`src/rtl/lsu_rmw.sv`:
```
// lsu_rmw: byte/half/word load-store unit over a word-only memory.
// Sub-word stores do a read-modify-write; loads are lane-extracted and extended.
module lsu_rmw #(
  parameter int NUMWORDS  = 4096,
  parameter int DATAWIDTH = 32,
  localparam int AW = $clog2(NUMWORDS) + 1
) (
  input  logic                 clk_i,
  input  logic                 rst_i,
  input  logic                 req_valid_i,
  output logic                 req_ready_o,
  input  logic                 req_we_i,
  input  logic [1:0]           req_size_i,
  input  logic                 req_unsigned_i,
  input  logic [31:0]          req_addr_i,
  input  logic [DATAWIDTH-1:0] req_wdata_i,
  output logic                 resp_valid_o,
  output logic [DATAWIDTH-1:0] resp_rdata_o,
  output logic                 resp_err_o,
  output logic                 mem_re_o,
  output logic [AW-1:0]        mem_raddr_o,
  input  logic [DATAWIDTH-1:0] mem_rdata_i,
  output logic                 mem_we_o,
  output logic [AW-1:0]        mem_waddr_o,
  output logic [DATAWIDTH-1:0] mem_wdata_o
);
  typedef enum logic [1:0] {IDLE, ACCESS, WRITE, RESP} state_t;
  localparam logic [31:0] NW = 32'(NUMWORDS);
  state_t state_q, state_d;
  logic we_q, we_d, uns_q, uns_d;
  logic [1:0] size_q, size_d, off_q, off_d;
  logic [AW-1:0] idx_q, idx_d, mem_raddr_q, mem_raddr_d, mem_waddr_q, mem_waddr_d;
  logic [DATAWIDTH-1:0] wdata_q, wdata_d, resp_rdata_q, resp_rdata_d, mem_wdata_q, mem_wdata_d;
  logic resp_valid_q, resp_valid_d, resp_err_q, resp_err_d, mem_re_q, mem_re_d, mem_we_q, mem_we_d;
  logic req_err;
  logic [DATAWIDTH-1:0] sh, ld, mask, merged;
  assign req_err = (req_size_i == 2'b11) || (req_size_i == 2'b01 && req_addr_i[0])
                || (req_size_i == 2'b10 && |req_addr_i[1:0]) || ({2'b00, req_addr_i[31:2]} >= NW);
  // Lane shift by byte offset; halves are always 2-aligned so the same shift serves them.
  assign sh     = mem_rdata_i >> {off_q, 3'b000};
  assign ld     = size_q == 2'b00 ? {{24{~uns_q & sh[7]}}, sh[7:0]}
                : size_q == 2'b01 ? {{16{~uns_q & sh[15]}}, sh[15:0]} : mem_rdata_i;
  assign mask   = (size_q == 2'b00 ? 32'h0000_00ff : 32'h0000_ffff) << {off_q, 3'b000};
  assign merged = (mem_rdata_i & ~mask)
                | ((size_q == 2'b00 ? {4{wdata_q[7:0]}} : {2{wdata_q[15:0]}}) & mask);
  always_comb begin
    state_d      = state_q;
    we_d         = we_q;
    uns_d        = uns_q;
    size_d       = size_q;
    off_d        = off_q;
    idx_d        = idx_q;
    wdata_d      = wdata_q;
    resp_valid_d = 1'b0;
    resp_rdata_d = '0;
    resp_err_d   = 1'b0;
    mem_re_d     = 1'b0;
    mem_raddr_d  = '0;
    mem_we_d     = 1'b0;
    mem_waddr_d  = '0;
    mem_wdata_d  = '0;
    unique case (state_q)
      IDLE: if (req_valid_i) begin
        we_d    = req_we_i;
        uns_d   = req_unsigned_i;
        size_d  = req_size_i;
        off_d   = req_addr_i[1:0];
        idx_d   = req_addr_i[AW+1:2];
        wdata_d = req_wdata_i;
        state_d = req_err ? RESP : ACCESS;
        resp_valid_d = req_err;
        resp_err_d   = req_err;
        mem_we_d     = !req_err && req_we_i && req_size_i == 2'b10;
        mem_waddr_d  = mem_we_d ? req_addr_i[AW+1:2] : '0;
        mem_wdata_d  = mem_we_d ? req_wdata_i : '0;
        mem_re_d     = !req_err && !mem_we_d;
        mem_raddr_d  = mem_re_d ? req_addr_i[AW+1:2] : '0;
      end
      ACCESS: begin
        state_d      = (we_q && size_q != 2'b10) ? WRITE : RESP;
        resp_valid_d = state_d == RESP;
        resp_rdata_d = we_q ? '0 : ld;
        mem_we_d     = state_d == WRITE;
        mem_waddr_d  = mem_we_d ? idx_q : '0;
        mem_wdata_d  = mem_we_d ? merged : '0;
      end
      WRITE: begin
        state_d      = RESP;
        resp_valid_d = 1'b1;
      end
      RESP: state_d = IDLE;
    endcase
  end
  always_ff @(posedge clk_i or posedge rst_i) begin
    if (rst_i) begin
      state_q      <= IDLE;
      we_q         <= 1'b0;
      uns_q        <= 1'b0;
      size_q       <= '0;
      off_q        <= '0;
      idx_q        <= '0;
      wdata_q      <= '0;
      resp_valid_q <= 1'b0;
      resp_rdata_q <= '0;
      resp_err_q   <= 1'b0;
      mem_re_q     <= 1'b0;
      mem_raddr_q  <= '0;
      mem_we_q     <= 1'b0;
      mem_waddr_q  <= '0;
      mem_wdata_q  <= '0;
    end else begin
      state_q      <= state_d;
      we_q         <= we_d;
      uns_q        <= uns_d;
      size_q       <= size_d;
      off_q        <= off_d;
      idx_q        <= idx_d;
      wdata_q      <= wdata_d;
      resp_valid_q <= resp_valid_d;
      resp_rdata_q <= resp_rdata_d;
      resp_err_q   <= resp_err_d;
      mem_re_q     <= mem_re_d;
      mem_raddr_q  <= mem_raddr_d;
      mem_we_q     <= mem_we_d;
      mem_waddr_q  <= mem_waddr_d;
      mem_wdata_q  <= mem_wdata_d;
    end
  end
  assign req_ready_o  = state_q == IDLE;
  assign resp_valid_o = resp_valid_q;
  assign resp_rdata_o = resp_rdata_q;
  assign resp_err_o   = resp_err_q;
  assign mem_re_o     = mem_re_q;
  assign mem_raddr_o  = mem_raddr_q;
  assign mem_we_o     = mem_we_q;
  assign mem_waddr_o  = mem_waddr_q;
  assign mem_wdata_o  = mem_wdata_q;
endmodule

```
`config.mk`:
```
export PLATFORM = sky130hd
export DESIGN_NAME = lsu_rmw
export DESIGN_NICKNAME = d
export VERILOG_FILES = /design/src/rtl/lsu_rmw.sv
export SDC_FILE = /design/constraint.sdc
export NUM_CORES = 1
export LEC_CHECK = 0
export ABC_CLOCK_PERIOD_IN_PS = 4350
export CORE_MARGIN = 2
export CORE_UTILIZATION = 41
export CTS_CLUSTER_SIZE = 8
export DETAILED_ROUTE_END_ITERATION = 7
export HOLD_SLACK_MARGIN = 0.08
export PLACE_DENSITY = 0.78
export REMOVE_ABC_BUFFERS = 1
export SETUP_SLACK_MARGIN = 0.15
export SYNTH_ARGS = -nofsm -noshare
export SYNTH_HDL_FRONTEND = slang
export SYNTH_SLANG_ARGS = --single-unit
```
`constraint.sdc`:
```
create_clock -name clk_i -period 4.35 [get_ports clk_i]
set_input_delay 0.87 -clock clk_i [delete_from_list [all_inputs] [get_ports clk_i]]
set_output_delay 0.87 -clock clk_i [all_outputs]
set_load 0.02 [all_outputs]
```
* After elaboration in Yosys (flattened, before gate mapping)
Index checks and enable logic that the tools add are counted.
** Storage, ports and cells
- Register bits after elaboration :: 131
- Word-level logic and storage cells :: 79
- Output and inout bits :: 95
** Operators by class
- Shifts and indexed selects :: 2
- Bitwise gates (word level) :: 7
- Order comparisons :: 1
- Reductions and logical operators :: 15
- Multiplexer cells :: 28
- Eq/ne operators :: 11
** Operators with widths (number)
- 32-bit two-way mux :: 8
- 13-bit two-way mux :: 6
- 32-bit AND :: 2
- 32-bit case mux with 2 select lines :: 1
- 32-bit NOT :: 1
- 32-bit bitwise OR :: 1
- 16-bit by 5-bit left shift with 32-bit output :: 1
- 32-bit by 5-bit >> shifter with 16-bit output :: 1
- 30-bit by 13-bit greater-or-equal comparator with 1-bit output (second input constant) :: 1
- 13-bit case mux with 2 select lines :: 1
- 16-bit two-way mux :: 1
- 2-bit equality test (second input constant) :: 6
- 2-bit case mux with 4 select lines :: 1
- 2-bit by 1-bit equality test with 1-bit output (second input constant) :: 3
- 1-bit logical AND :: 6
- 1-bit two-way mux :: 6
- 2-bit logical NOT :: 2
- 2-bit two-way mux :: 2
- 2-bit != test (second input constant) :: 2
- 1-bit logical OR :: 3
- 1-bit case mux with 3 select lines :: 1
- 1-bit AND :: 2
- 1-bit logical NOT :: 2
- 1-bit case mux with 2 select lines :: 1
- other kinds (3) :: 3

* Depth between registers and ports, before layout
Gate-level depths: netlist of the first run.
- Word-level depth :: 13
- Depth in mapped cells :: 8
- Gate-level depth less buffers :: 5

* Worst setup path before layout of the first run
No wires, ideal clock.
- Path type :: input to register
- Start point :: input port req_addr_i[24]
- End point :: register mem_wdata_q[31] (netlist: mem_wdata_o[31])
- Setup time :: 0.065 ns
- Required time :: 4.285 ns
- Stages on the path :: 7
- Arrival :: 2.120 ns
- Setup slack :: 2.165 ns
- Path through :: nor4_1 -> and4_1 -> clkbuf_1 -> and4_1 -> buf_2 -> buf_2 -> a22o_1
** On the way
- Word-level cells in the longest chain between the ends :: 8
** RTL lines
- start: declaration :: RTL line 15 : input logic [31:0] req_addr_i,
- 30-bit by 13-bit greater-or-equal comparator with 1-bit output :: RTL line 38 : || (req_size_i == 2'b10 && |req_addr_i[1:0]) || ({2'b00, req_addr_i[31:2]} >= NW);
- 1-bit logical OR :: RTL line 38
- 1-bit logical NOT :: RTL line 73 : mem_we_d = !req_err && req_we_i && req_size_i == 2'b10;
- 1-bit logical AND (2 in a row) :: RTL line 73
- 32-bit two-way mux :: RTL line 75 : mem_wdata_d = mem_we_d ? req_wdata_i : '0;
- 32-bit two-way mux :: RTL line 63 : IDLE: if (req_valid_i) begin
- 32-bit case mux with 2 select lines :: RTL line 62 : unique case (state_q)
- via mem_wdata_d[31] :: RTL line 33 : logic [DATAWIDTH-1:0] wdata_q, wdata_d, resp_rdata_q, resp_rdata_d, mem_wdata_q, mem_wdata_d;
- end signal: assignment :: RTL line 126 : mem_wdata_q <= mem_wdata_d;
- end: declaration :: RTL line 33
The timed path passes the listed nets, and every way through them passes these cells.
A chain may end at the register's enable or synchronous reset.

* Final worst setup path of the first run
- Start point :: register size_q[1]
- End point :: register mem_wdata_q[14] (netlist: mem_wdata_o[14])
** On the way
- Word-level cells in the longest chain between the ends :: 8
** RTL lines
- start: declaration :: RTL line 31 : logic [1:0] size_q, size_d, off_q, off_d;
- start signal: assignment :: RTL line 115 : size_q <= size_d;
- 2-bit logical NOT :: RTL line 43, 45
- 16-bit two-way mux :: RTL line 43 : assign mask = (size_q == 2'b00 ? 32'h0000_00ff : 32'h0000_ffff) << {off_q, 3'b000};
- 16-bit by 5-bit left shift with 32-bit output :: RTL line 43
- 32-bit NOT :: RTL line 44 : assign merged = (mem_rdata_i & ~mask)
- 32-bit AND :: RTL line 44
- 32-bit bitwise OR :: RTL line 45 : | ((size_q == 2'b00 ? {4{wdata_q[7:0]}} : {2{wdata_q[15:0]}}) & mask);
- 32-bit two-way mux * :: RTL line 85 : mem_wdata_d = mem_we_d ? merged : '0;
- 32-bit case mux with 2 select lines * :: RTL line 62
- via mem_wdata_d[14] :: RTL line 33
Mark *: on every way through the listed nets, which the timed path passes. The rest lies on a longest branch.

==> impl_metrics.tcl, run 1 <==
set metrics [dict create \
    run_status "finished clean" \
    worst_ep_required_time_ns 4.62 \
    vias 4967 \
    highest_clock_rate_mhz 346 \
    min_path_type "reg -> reg" \
    post_drt_via_cell_ratio 5.41 \
    detailroute.wirelength.met2_microns 8500 \
    highest_layer "met4" \
    multi_input_comb_area_sq_um 2200 \
    grt_start_max_net_pins 79 \
    avgSynthCellArea_sq_um 10.4 \
    layout.filler_cells 1126 \
    worstPathArrival_ns 3.17 \
    die_y_microns 121 \
    p_clk_share_pct 27.3 \
    finalMaxSlewViolations 0 \
    internal_power_mw 3.23 \
    ant_nets 0 \
    synthFlopType "sky130_fd_sc_hd__dfrtp_1" \
    rsz0062_at_grt "no" \
    final_net_count 836 \
    synth_enable_flop_cells 0 \
    grt_pass1_wl_microns 27100 \
    worst_setup_path_start_kind "register" \
    tritoncts_clock_tree "built" \
    place.detailed.hpwl_microns 12100 \
    antenna_found_initial 0 \
    swShare_pct 36.6 \
    drt-met1-wl_microns 7140 \
    overall_routed_net_length_microns 17200 \
    place_congestion 0.897 \
    core.rowCount 42 \
    syn_to_final_growth_pct 47.3 \
    dr.first_iter.drc_count 378 \
    synthesis_stage_register_bit_count 131 \
    worst-path-max-fanout 23 \
    ios 198 \
    cts_inserted_buffers 17 \
    ys.warnings.count 0 \
    clock_tree.htree_level_count 4 \
    post_synth_instance_area_sq_um 5660 \
    syn-instance-count 543 \
    die_width_microns 121 \
    core_area_sq_um 13300 \
    timing.critical_path.to_type "register" \
    power.leakage_nw 3.81 \
    layout_setup_ws_ns 1.46 \
    n_antenna_cell 0 \
    finalClockSkew_ns 0.00609 \
    cts_hold_buf 0 \
    final_core_occ_pct 62.4 \
    number_of_maximum_capacitance_violations 0 \
    vias_in_the_first_global_route 5234 \
    timing.final.setup_violations 0 \
    layout.area.seq_sq_um 3280 \
    drt_first_pass_iters 5 \
    timing.slew.headroom_pct 22.0 \
    post-place-ws_ns 1.36 \
    share_of_final_layout_standard_cells_stronger_than_drive_strength_1_pct 7.82 \
    share_seq_of_total_power_pct 35.6 \
    clk_latency_ns 0.41 \
    ys_seq_area_share_pct 57.9 \
    root_buffer "sky130_fd_sc_hd__clkbuf_16" \
    floorplan.die_area_sq_um 14800 \
    timing_hold_violations_final 0 \
    post_synth_num_cell_types 49 \
    count_of_buffers_added_by_post_cts_timing_repair_for_setup 0 \
    grt_use_total_pct 24.2 \
    clk_pin_slew_ns 0.06 \
    effective_utilization_at_floorplan_pct 42.4 \
    ir_worst_vdd_mv 0.292 \
    worst_pin_slew_ns 1.16 \
    finalSetupTns_ns 0 \
    routedWlPerCell_microns 18.8 \
    type_of_the_setup_path_with_the_least_slack "reg -> reg" \
    cts_num_sinks 131 \
    layout.cells.non_filler 918 \
    post-route-period-util_pct 66.5 \
    total_switching_power_mw 1.87 \
    place.detailed.instances 886 \
    power.share.combinational_pct 37.1 \
    route.met3.wl_microns 1320 \
    io_buffer_count 197 \
    timing.final.crit_period_ns 2.89 \
    max-clock-path-buffers 2 \
    p_total_mw 5.10 \
    ctsResizeCount 0 \
    p_per_area_nw_per_um2 612 \
    global_route.overflow_total 0 \
    residual_drc_count 0 \
    asyncSetResetFlopFracSynth_pct 100 \
]
-- cells in the final DEF, fill, tap and decap left out, types with 2 or more instances in the layout --
cell,n
sky130_fd_sc_hd__o22ai_1,28
sky130_fd_sc_hd__nor4_1,4
sky130_fd_sc_hd__nand2b_1,5
sky130_fd_sc_hd__o2bb2ai_1,9
sky130_fd_sc_hd__mux2i_1,23
sky130_fd_sc_hd__nand3_1,2
sky130_fd_sc_hd__ha_1,4
sky130_fd_sc_hd__clkinv_2,6
sky130_fd_sc_hd__bufinv_16,2
sky130_fd_sc_hd__nor2b_1,13
sky130_fd_sc_hd__mux2_2,9
sky130_fd_sc_hd__nor2_1,23
sky130_fd_sc_hd__and3_1,2
sky130_fd_sc_hd__o22a_1,5
sky130_fd_sc_hd__a31oi_1,4
sky130_fd_sc_hd__or2_2,3
sky130_fd_sc_hd__a21oi_1,17
sky130_fd_sc_hd__dfrtp_1,131
sky130_fd_sc_hd__buf_4,6
sky130_fd_sc_hd__clkbuf_8,2
sky130_fd_sc_hd__inv_6,2
sky130_fd_sc_hd__and2_1,2
sky130_fd_sc_hd__a22o_1,11
sky130_fd_sc_hd__clkdlybuf4s50_1,197
sky130_fd_sc_hd__a221oi_1,3
sky130_fd_sc_hd__o21ai_0,43
sky130_fd_sc_hd__a22oi_1,3
sky130_fd_sc_hd__a21o_1,17
sky130_fd_sc_hd__nor3_1,5
sky130_fd_sc_hd__inv_1,6
sky130_fd_sc_hd__clkinv_4,4
sky130_fd_sc_hd__clkbuf_16,17
sky130_fd_sc_hd__and4_1,2
sky130_fd_sc_hd__nand2_1,112
-- state kept, by name, summed over array words and instances (netlist names) --
signal and count:
mem_wdata_o 32, resp_rdata_o 32, wdata_q 16, idx_q 13, mem_raddr_o 13, mem_waddr_o 13, off_q 2, size_q 2
state_q 2, mem_re_o 1, mem_we_o 1, resp_err_o 1, resp_valid_o 1, uns_q 1, we_q 1
-- layout make-up --
class                   instances  share of cell area (%)
flip-flops and latches        131                    39.3
clock inverters                13                    1.61
inverters                       8                   0.420
repair buffers                203                    24.2
clock buffers                  19                    5.43
well taps                     176                    2.64
multi-input cells             368                    26.4
-- worst max-delay path, stage by stage, from the launching register on --
cell and delay, ns:
sky130_fd_sc_hd__dfrtp_1 0.84, sky130_fd_sc_hd__inv_1 0.43, sky130_fd_sc_hd__o211ai_1 1.03, sky130_fd_sc_hd__buf_4 0.34
sky130_fd_sc_hd__o22ai_1 0.11
-- stage by stage --
step                      cell area (sq um)  hold slack (ns)
after floorplan                        5510            0.437
after global placement                 7750            0.452
after detailed placement               7750            0.455
after CTS                              8340            0.469
after global routing                   8340            0.490
final                                  8340            0.466
-- final timing paths --
kind                                 from               to  slack [ns]  depth (start not counted)
min in group asynchronous           rst_i  mem_raddr_o[11]        0.95                          2
worst max-delay path            size_q[1]  mem_wdata_o[14]        1.46                          4
worst min-delay path            idx_q[12]        idx_q[12]        0.47                          2
worst min register to register  idx_q[12]        idx_q[12]        0.47                          2
worst max register to register  size_q[1]  mem_wdata_o[14]        1.46                          4
max in group asynchronous           rst_i       state_q[0]        2.54                          3
-- per-layer routing --
layer | track usage, % | vias to the layer above
met5 | 0 | -
met3 | 6.06 | 23
li1 | - | 2287
met1 | 30.0 | 2435
met4 | 7.76 | 0
met2 | 41.5 | 222
-- cells by family after synthesis --
kind of cell	Yosys count	share of synthesized area [%]
buffers and inverters	44	3.25
adder cells (fa/ha/maj)	4	0.884
multiplexers	33	6.26
flip-flops	131	57.9
AO/OA/AOI/OAI	150	17.5
AND/OR/NAND/NOR	180	14.2
other	1	0.0663
-- synthesized netlist by cell type, types with 4 or more instances --
cell	count	area, sq um
sky130_fd_sc_hd__dfrtp_1	131	3280
sky130_fd_sc_hd__nand2_1	112	420
sky130_fd_sc_hd__o21ai_0	43	215
sky130_fd_sc_hd__clkbuf_1	30	113
sky130_fd_sc_hd__o22ai_1	28	175
sky130_fd_sc_hd__mux2i_1	23	230
sky130_fd_sc_hd__nor2_1	23	86.3
sky130_fd_sc_hd__a21o_1	17	128
sky130_fd_sc_hd__a21oi_1	17	85.1
sky130_fd_sc_hd__nor2b_1	13	81.3
sky130_fd_sc_hd__a22o_1	11	96.3
sky130_fd_sc_hd__mux2_2	9	101
sky130_fd_sc_hd__o2bb2ai_1	9	78.8
sky130_fd_sc_hd__inv_1	7	26.3
sky130_fd_sc_hd__nand2b_1	5	31.3
sky130_fd_sc_hd__nor3_1	5	25.0
sky130_fd_sc_hd__o22a_1	5	43.8
sky130_fd_sc_hd__a31oi_1	4	25.0
sky130_fd_sc_hd__ha_1	4	50.1
sky130_fd_sc_hd__nor4_1	4	25.0
-- power by group through the flow --
stage               sequential [mW]  combinational [mW]  clock, mW
finish                         1.81                1.89       1.39
detailed placement             1.83                1.89          0
CTS                            1.81                1.90       1.42
floorplan                      1.93               0.973          0
global placement               1.81                1.85          0
global route                   1.85                2.06       1.48
(Power assumes the default switching activity.)
==> run 2: changes to the inputs <==
--- a/config.mk
+++ b/config.mk
@@ -5,13 +5,13 @@
 export SDC_FILE = /design/constraint.sdc
 export NUM_CORES = 1
 export LEC_CHECK = 0
-export ABC_CLOCK_PERIOD_IN_PS = 4350
+export ABC_CLOCK_PERIOD_IN_PS = 2900
 export CORE_MARGIN = 2
-export CORE_UTILIZATION = 41
+export CORE_UTILIZATION = 45
 export CTS_CLUSTER_SIZE = 8
 export DETAILED_ROUTE_END_ITERATION = 7
 export HOLD_SLACK_MARGIN = 0.08
-export PLACE_DENSITY = 0.78
+export PLACE_DENSITY = 0.81
 export REMOVE_ABC_BUFFERS = 1
 export SETUP_SLACK_MARGIN = 0.15
 export SYNTH_ARGS = -nofsm -noshare
==> constraint.sdc (replaced) <==
create_clock -name clk_i -period 2.9 [get_ports clk_i]
set_input_delay 0.58 -clock clk_i [delete_from_list [all_inputs] [get_ports clk_i]]
set_output_delay 0.58 -clock clk_i [all_outputs]
set_load 0.02 [all_outputs]
==> run 2 against run 1 <==
Effect of this change: non-clock buffer count is 16 higher; sequential power rose by 44%; first-iteration DRC count increased by 4.8%; hold slack better by 0.0073 ns; routed wire length is 4.3% higher; total power grew 51%; via count rose by 4.3%; die area shrank 8.6%; sequential share of layout area shrank 0.39 points; cell count is 0.76% higher; critical path depth down 1; largest cell class unchanged; largest power group unchanged; highest routed layer unchanged.
==> impl_metrics.tcl, run 2 (same netlist as run 1, synthesis figures left out) <==
set metrics [dict create \
    run_status "finished clean" \
    clk_pin_slew_ns 0.05 \
    die_width_microns 116 \
    finalMaxSlewViolations 0 \
    tritoncts_clock_tree "built" \
    drt_first_pass_iters 5 \
    power.leakage_nw 3.86 \
    place.detailed.hpwl_microns 12900 \
    worstPathArrival_ns 1.84 \
    grt_start_max_net_pins 74 \
    cts_num_sinks 131 \
    number_of_maximum_capacitance_violations 0 \
    timing_hold_violations_final 0 \
    place_congestion 0.932 \
    p_per_area_nw_per_um2 913 \
    timing.hold.worst.start "wdata_q[13]" \
    layout.cells.non_filler 925 \
    p_total_mw 7.69 \
    worst_ep_required_time_ns 2.32 \
    grt_use_total_pct 27.7 \
    worst_setup_path_start_kind "register" \
    timing.final.setup_violations 0 \
    vias_in_the_first_global_route 5533 \
    layout.area.seq_sq_um 3280 \
    mostFrequentLayoutCells "197 x sky130_fd_sc_hd__clkdlybuf4s50_1, 131 x sky130_fd_sc_hd__dfrtp_1, 112 x sky130_fd_sc_hd__nand2_1" \
    ctsResizeCount 0 \
    clk_latency_ns 0.42 \
    timing.final.crit_period_ns 2.42 \
    timing.critical_path.to_type "primary output" \
    core_area_sq_um 12200 \
    rsz0062_at_grt "no" \
    dr.first_iter.drc_count 396 \
    overall_routed_net_length_microns 18000 \
    routedWlPerCell_microns 19.4 \
    timing.rr.start "state_q[1]" \
    share_of_final_layout_standard_cells_stronger_than_drive_strength_1_pct 8.85 \
    ios 198 \
    min_path_type "reg -> reg" \
    final_net_count 852 \
    timing.slew.headroom_pct 34.9 \
    syn_to_final_growth_pct 48.8 \
    residual_drc_count 0 \
    grt_pass1_wl_microns 27800 \
    cts_inserted_buffers 17 \
    finalClockSkew_ns 0.0101 \
    place.detailed.instances 894 \
    highest_clock_rate_mhz 413 \
    io_buffer_count 197 \
    effective_utilization_at_floorplan_pct 46.5 \
    type_of_the_setup_path_with_the_least_slack "reg -> out" \
    core.rowCount 40 \
    floorplan.die_area_sq_um 13500 \
    post-route-period-util_pct 83.6 \
    root_buffer "sky130_fd_sc_hd__clkbuf_16" \
    cts_hold_buf 0 \
    final_common_cell "sky130_fd_sc_hd__clkdlybuf4s50_1" \
    max-clock-path-buffers 2 \
    die_y_microns 116 \
    global_route.overflow_total 0 \
    antenna_found_initial 0 \
    multi_input_comb_area_sq_um 2200 \
    worst_pin_slew_ns 0.973 \
    count_of_buffers_added_by_post_cts_timing_repair_for_setup 0 \
    clock_tree.htree_level_count 4 \
    worst-path-max-fanout 5 \
    post_drt_via_cell_ratio 5.60 \
    layout.filler_cells 928 \
    n_antenna_cell 0 \
    ant_nets 0 \
    critical_path.startpoint "state_q[0]" \
    ir_worst_vdd_mv 0.453 \
    vias 5179 \
]
[run 2: changes by cell type in the layout (fill, tap and decap cells not counted), sizes merged]
cell | previous run | this run
buf | 6 | 22
clkbuf | 19 | 27
clkinv | 10 | 3
bufinv | 2 | 0
clkinvlp | 0 | 1
inv | 9 | 8
[run 2: final cells by class]
type                       count  share of cell area [%]
multi-input combinational    368                    26.1
timing repair buffer         219                    25.7
tap                          168                    2.50
inverter                       8                   0.416
clock inverter                 4                   0.268
clock buffer                  27                    6.09
sequential                   131                    38.9
[run 2: final timing paths]
path,endpoint,slack (ns),cells past startpoint
setup / recovery,req_ready_o,0.48,3
hold / removal,wdata_q[13],0.47,2
setup reg to reg,resp_rdata_o[27],0.85,6
hold reg to reg,wdata_q[13],0.47,2
max in group asynchronous,resp_rdata_o[10],1.58,3
min in group asynchronous,mem_raddr_o[10],0.65,2
[run 2: through the flow]
stage	cell area [sq um]	hold slack, ns	worst slack (ns)	utilization [%]	setup TNS [ns]
after global placement	7880	0.451	0.574	64.8	0
after floorplan	5510	0.437	-1.18	-	-154.28
after global routing	8420	0.498	0.420	69.2	0
after detailed placement	7880	0.459	0.514	64.8	0
after CTS	8420	0.472	0.460	69.2	0
final	8420	0.473	0.477	69.2	0
[run 2: metal layers]
| layer | GRT usage, % | up-vias | share of wire, % | wire, microns |
|---|---|---|---|---|
| met4 | 13.6 | 0 | 2.5 | 442 |
| met1 | 32.0 | 2485 | 38 | 6780 |
| met2 | 44.4 | 323 | 48 | 8580 |
| met3 | 12.2 | 54 | 12 | 2170 |
| met5 | 0 | - | 0 | 0 |
| li1 | - | 2317 | - | - |
[run 2: report_power, final]
group          internal (mW)  switching (mW)  leakage (nW)
Combinational           1.36            1.78          1.84
Clock                   1.20           0.739         0.263
Sequential              2.29           0.325          1.76
[run 2: worst max-delay path, stage by stage (launching register included)]
cell and delay, ns:
sky130_fd_sc_hd__dfrtp_1 0.41, sky130_fd_sc_hd__inv_1 0.11, sky130_fd_sc_hd__ha_1 0.26, sky130_fd_sc_hd__clkdlybuf4s50_1 0.65
